===== config.mk =====
export PLATFORM = sky130hd
export DESIGN_NAME = mii_tx_framer
export DESIGN_NICKNAME = d
export VERILOG_FILES = /design/src/rtl/mii_tx_framer.sv
export SDC_FILE = /design/constraint.sdc
export NUM_CORES = 1
export LEC_CHECK = 0
export CORE_MARGIN = 1
export CORE_UTILIZATION = 50
export CTS_BUF_LIST = sky130_fd_sc_hd__clkbuf_4
export DETAILED_ROUTE_END_ITERATION = 8
export GPL_ROUTABILITY_DRIVEN = 0
export HOLD_SLACK_MARGIN = 0.05
export PLACE_DENSITY_LB_ADDON = 0.12
export SLEW_MARGIN = 20
export SYNTH_ARGS = -nofsm -noshare
export SYNTH_HDL_FRONTEND = slang
export SYNTH_SLANG_ARGS = --single-unit

===== constraint.sdc =====
create_clock -name clk -period 2.3 [get_ports clk]
set_input_delay 0.46 -clock clk [delete_from_list [all_inputs] [get_ports clk]]
set_output_delay 0.46 -clock clk [all_outputs]
set_load 0.1 [all_outputs]

===== src/rtl/mii_tx_framer.sv =====
// mii_tx_framer: drains a PHY-TX FIFO (byte + end-of-frame delimiter) onto a
// 100 Mb/s MII transmit port. Adds preamble/SFD, enforces the inter-frame gap,
// and aborts frames on FIFO underrun or when they exceed MAX_BYTES.
module mii_tx_framer #(
  parameter int IFG_NIBBLES = 24,
  parameter int MAX_BYTES   = 1522
) (
  input  logic        clk,
  input  logic        rst,
  input  logic        tx_enable,
  input  logic        frame_ready,
  input  logic        fifo_empty,
  input  logic [7:0]  fifo_dout,
  input  logic        fifo_del,
  output logic        fifo_rden,
  output logic [3:0]  mii_txd,
  output logic        mii_txen,
  output logic        mii_txer,
  output logic [15:0] frames_sent,
  output logic [7:0]  err_count,
  output logic        busy
);

  typedef enum logic [2:0] {
    S_IDLE,
    S_PREAMBLE,
    S_SFD,
    S_DATA,
    S_DRAIN,
    S_IFG
  } state_t;

  localparam logic [4:0]  PRE_LAST = 5'd14;
  localparam logic [4:0]  IFG_LAST = 5'(IFG_NIBBLES - 1);
  localparam logic [10:0] MAX_N    = 11'(MAX_BYTES);

  state_t      state_q, state_d;
  logic [4:0]  cnt_q, cnt_d;     // preamble / IFG cycle counter
  logic        ph_q, ph_d;       // DATA nibble phase: 0 = low, 1 = high
  logic [7:0]  b_q, b_d;         // byte currently on the wire
  logic        d_q, d_d;         // delimiter of that byte
  logic [10:0] n_q, n_d;         // bytes sent in the current frame
  logic        rd_q;             // a FIFO pop was issued last cycle
  logic [15:0] fs_q, fs_d;
  logic [7:0]  ec_q, ec_d;

  logic        start_ok;
  logic        good_evt;
  logic        err_evt;
  logic [10:0] n_inc;

  assign start_ok = tx_enable && frame_ready && !fifo_empty;
  assign n_inc    = n_q + 11'd1;

  // State and datapath registers with synchronous reset.
  // NOTE: sequential state uses non-blocking (<=) so every register samples
  // pre-edge values; blocking here would create order-dependent races.
  always_ff @(posedge clk) begin
    if (rst) begin
      state_q <= S_IDLE;
      cnt_q   <= '0;
      ph_q    <= 1'b0;
      b_q     <= '0;
      d_q     <= 1'b0;
      n_q     <= '0;
      rd_q    <= 1'b0;
      fs_q    <= '0;
      ec_q    <= '0;
    end else begin
      state_q <= state_d;
      cnt_q   <= cnt_d;
      ph_q    <= ph_d;
      b_q     <= b_d;
      d_q     <= d_d;
      n_q     <= n_d;
      rd_q    <= fifo_rden;
      fs_q    <= fs_d;
      ec_q    <= ec_d;
    end
  end

  // Next-state and datapath updates.
  // NOTE: every variable gets a default at the top so no path leaves it
  // unassigned, which would otherwise infer a latch.
  always_comb begin
    state_d  = state_q;
    cnt_d    = cnt_q;
    ph_d     = ph_q;
    b_d      = b_q;
    d_d      = d_q;
    n_d      = n_q;
    good_evt = 1'b0;
    err_evt  = 1'b0;

    unique case (state_q)
      S_IDLE: begin
        if (start_ok) begin
          state_d = S_PREAMBLE;
          cnt_d   = '0;
          n_d     = '0;
        end
      end

      S_PREAMBLE: begin
        cnt_d = cnt_q + 5'd1;
        // The prefetch pop happens in preamble cycle 0; its data is valid
        // in cycle 1 and stays put until the next pop.
        if (cnt_q == 5'd1) begin
          b_d = fifo_dout;
          d_d = fifo_del;
        end
        if (cnt_q == PRE_LAST) state_d = S_SFD;
      end

      S_SFD: begin
        state_d = S_DATA;
        ph_d    = 1'b0;
      end

      S_DATA: begin
        if (!ph_q) begin
          if (!d_q && fifo_empty) begin
            err_evt = 1'b1;
            state_d = S_DRAIN;
          end else begin
            ph_d = 1'b1;
          end
        end else begin
          n_d  = n_inc;
          ph_d = 1'b0;
          if (d_q) begin
            good_evt = 1'b1;
            state_d  = S_IFG;
            cnt_d    = '0;
          end else if (n_inc == MAX_N) begin
            err_evt = 1'b1;
            // The byte popped in phase 0 is visible now; if it already ends
            // the frame there is nothing left to drain.
            if (fifo_del) begin
              state_d = S_IFG;
              cnt_d   = '0;
            end else begin
              state_d = S_DRAIN;
            end
          end else begin
            b_d = fifo_dout;
            d_d = fifo_del;
          end
        end
      end

      S_DRAIN: begin
        if (rd_q && fifo_del) begin
          state_d = S_IFG;
          cnt_d   = '0;
        end
      end

      S_IFG: begin
        cnt_d = cnt_q + 5'd1;
        if (cnt_q == IFG_LAST) begin
          // Starting straight from the last gap cycle keeps back-to-back
          // frames exactly IFG_NIBBLES apart.
          if (start_ok) begin
            state_d = S_PREAMBLE;
            cnt_d   = '0;
            n_d     = '0;
          end else begin
            state_d = S_IDLE;
          end
        end
      end

      default: state_d = S_IDLE;
    endcase

    fs_d = fs_q + {15'd0, good_evt};
    ec_d = (err_evt && (ec_q != 8'hFF)) ? ec_q + 8'd1 : ec_q;
  end

  // MII and FIFO outputs decoded from the current state.
  always_comb begin
    fifo_rden = 1'b0;
    mii_txd   = 4'h0;
    mii_txen  = 1'b0;
    mii_txer  = 1'b0;

    unique case (state_q)
      S_PREAMBLE: begin
        mii_txen  = 1'b1;
        mii_txd   = 4'h5;
        fifo_rden = (cnt_q == 5'd0) && !fifo_empty;
      end
      S_SFD: begin
        mii_txen = 1'b1;
        mii_txd  = 4'hD;
      end
      S_DATA: begin
        mii_txen = 1'b1;
        mii_txd  = ph_q ? b_q[7:4] : b_q[3:0];
        if (!ph_q) begin
          if (!d_q) begin
            if (fifo_empty) mii_txer  = 1'b1;
            else            fifo_rden = 1'b1;
          end
        end else begin
          mii_txer = !d_q && (n_inc == MAX_N);
        end
      end
      S_DRAIN: begin
        // At most one pop every other cycle so each delimiter is seen
        // before the next pop is considered.
        fifo_rden = !rd_q && !fifo_empty;
      end
      default: ;
    endcase
  end

  assign frames_sent = fs_q;
  assign err_count   = ec_q;
  assign busy        = (state_q != S_IDLE);

endmodule


==> summary.md <==
| Metric | Value |
|---|---|
| Synthesized net count | `382` |
| Clk_skew | `0.0137 ns` |
| Multi-input gate area | `slightly below 2000 um^2` |
| Core footprint | `5540 um^2` |
| Gr usage total | `about a quarter` |
| Avg Cell Area, Syn | `8.06 um^2` |
| Detail Route met3 WL | `between 300 and 400 um` |
| Status | `finished, violations left` |
| M1 WL | `3.27 mm` |
| Achievable frequency | `around 380 MHz` |
| Largest net degree at the start of global routing | `44` |
| # H-tree levels | `2` |
| MaxCap Viol Count | `0` |
| Post-synth EDFFs | `0` |
| Tmin final | `around 2.6 ns` |
| DRC | `0` |
| Slew headroom | `67.7%` |
| Placed Instances | `roughly 490` |
| Cell leakage power | `1.55 nW` |
| Storage cell area | `around 1100 um^2` |
| Layout cells sized above 1 | `between 20% and 30%` |
| Iteration-0 DRC Markers | `about 140` |
| Yosys warnings | `0` |
| Synth unique cells | `47` |
| Worst hold margin | `around 0.47 ns` |
| Final ANT Viol Nets | `0` |
| Die height | `between 70 and 80 um` |
| Root buf cell | `clkbuf_4` |
| HP Start | `b_q[0]` |
| Gr ovfl total | `0` |
| Clock Sinks | `54` |
| Fin nets | `454` |
| Crit path required time | `roughly 1.8 ns` |
| Port bufs | `45` |
| Finished Layout Cells | `roughly 500` |
| Synth-to-layout area growth | `39.8%` |
| Post-route design area | `between 4000 and 5000 um^2` |
| FF+latch count, synth | `54` |
| Post-DP HPWL | `a little under 5 mm` |
| Primary FF master, synth | `dfxtp_1` |
| IO Count | `between 40 and 50` |
| WL met2 | `3.61 mm` |
| Die W | `a little under 80 um` |
| Wirelength per Cell | `14.5 um` |
| PnR worst setup slack | `-0.323 ns` |
| Failing checks | `setup timing` |
| Slew Limit Fails | `0` |
| Flop2flop setup slack | `-0.26 ns` |
| Maximum clock insertion buffer count | `2` |
| Crit Path Class | `reg2out` |
| Via count | `a little under 3000` |
| DP Area | `roughly 3700 um^2` |
| Slew @ Worst Pin | `0.483 ns` |
| First-pass GRT wire length | `roughly 12 mm` |
| Crit-path max FO | `8` |
| Num rows | `27` |
| FFs w/ async S/R, synth | `0%` |
| Synthesized area | `2890 um^2` |
| Max VDD drop | `0.333 mV` |
| Initial Utilization | `about 52%` |
| CTS tree | `built` |
| DR pass1 iterations | `4` |
| Vias per Instance | `roughly 5.7` |
| Later-pin clock latency in the skew report | `0.39 ns` |
| Period utilisation layout | `114%` |
| N_diodes | `0` |
| CP startpoint | `n_q[3]` |
| CP endpoint kind | `output pin` |
| Fillers | `between 400 and 500` |
| WL final | `7.29 mm` |
| Vias in the first global route | `between 2000 and 3000` |
| Post-Syn Instances | `between 300 and 400` |
| Setup TNS | `-1.83 ns` |
| P per Cell Area | `between 400 and 500 nW/um^2` |
| Hold WC Path Type | `reg2reg` |
| Top layer in use | `met4` |
| Clock-pin slew on the worst setup and hold paths | `0.17 ns` |
| Die ar. | `6090 um^2` |
| Sequential area share after synthesis | `between 30% and 40%` |
| Antenna violations before repair | `0` |
| Post-layout util | `roughly 73%` |
| Crit Reg-Reg Startpoint | `n_q[3]` |
| Critical Path Start Type | `flip-flop` |
| RSZ-0062 raised after global routing | `yes` |
| Final setup fails | `10` |
| TritonCTS Buffers | `5` |
| Final hold viol count | `0` |
| Worst Path Arrival | `around 2.2 ns` |
routing by layer:
metal	vias to the layer above	GRT usage [%]
li1	1441	-
met1	1358	31.0
met2	75	41.1
met3	13	3.84
met4	0	7.78
met5	-	0
critical path, stage by stage, from the launching register on:
cell and delay [ns]:
dfxtp_2 0.41, or2b_1 0.28, o21ai_2 0.15, a31oi_2 0.13, o41a_4 0.53, nor2_4 0.11, buf_12 0.18
cells in the mapped netlist (all sizes together), types with 3 or more instances:
cell	instances	share of area, %
a31oi	8	1.7
ha	9	3.9
and2	3	0.65
o21ai	14	2.4
nor3	8	1.4
buf	3	0.78
or2	3	0.65
nand4b	4	1.2
nor2	37	4.8
nor4	3	0.65
or3	7	1.5
dfxtp	54	37
nand4	5	1.1
and3	6	1.3
or4	7	1.8
xor2	10	3.0
a21oi	28	4.8
mux2i	14	4.8
a41oi	3	0.91
nand3	20	3.5
nand2	41	5.3
xnor2	4	1.2
o31ai	6	1.6
nor2b	6	1.3
clkbuf	17	2.2
a311oi	3	0.91
nand2b	4	0.86
inv	8	1.0
final cells by class:
| type | instances | share of cell area [%] |
|---|---|---|
| Multi-Input combinational cell | 277 | 48.1 |
| Sequential cell | 54 | 27.0 |
| Timing Repair Buffer | 85 | 20.3 |
| Tap cell | 72 | 2.23 |
| Clock buffer | 5 | 0.928 |
| Inverter | 8 | 0.742 |
| Clock inverter | 3 | 0.711 |
repair_timing:
item	4_1_cts	5_1_grt
gates cloned	0	0
buffers inserted	4	5
setup endpoints to repair	10	17
resized for setup	11	36
pin swaps	5	16
hold endpoints to repair	0	0
hold buffers	0	0
state kept, by name, summed over array words and instances, names as in the netlist:
register / count
cnt_q: 5
state_q: 3
n_q: 11
frames_sent: 16
d_q: 1
err_count: 8
rd_q: 1
ph_q: 1
b_q: 8
report_power, final:
group	switching [mW]	total [mW]	internal, mW	leakage [nW]
clock	0.345	0.477	0.132	0.0373
combinational	0.117	0.204	0.0868	1.07
sequential	0.0103	0.953	0.942	0.438
total	0.472	1.63	1.16	1.55
kinds of logic after synthesis:
group,synth area share [%]
AOI/OAI and AO/OA,17.4
xor gates and xnor gates,4.24
adders and majority gates,3.89
buffers and inverters,4.07
DFF,37.4
muxes,5.23
and+or+nand+nor,27.8
through the flow:
step                setup WS (ns)  power [mW]
global placement          -0.0333        1.16
detailed placement        -0.0456        1.17
global route               -0.440        1.70
CTS                        -0.390        1.63
finish                     -0.323        1.63
floorplan                  -0.162        1.08
worst paths after layout:
path | end | cells past startpoint
min | b_q[0] | 2
min reg2reg | b_q[0] | 2
max | mii_txer | 6
max reg2reg | err_count[6] | 9
layout by cell type, fill, tap and decap left out, types with 13 or more instances in the layout:
master	instances
dfxtp_1	50
o21ai_0	13
mux2i_1	14
clkdlybuf4s50_1	13
buf_4	56
a21oi_1	24
nand3_1	19
nor2_1	31
nand2_1	41
Note: power is estimated with default switching activity, not from simulation.
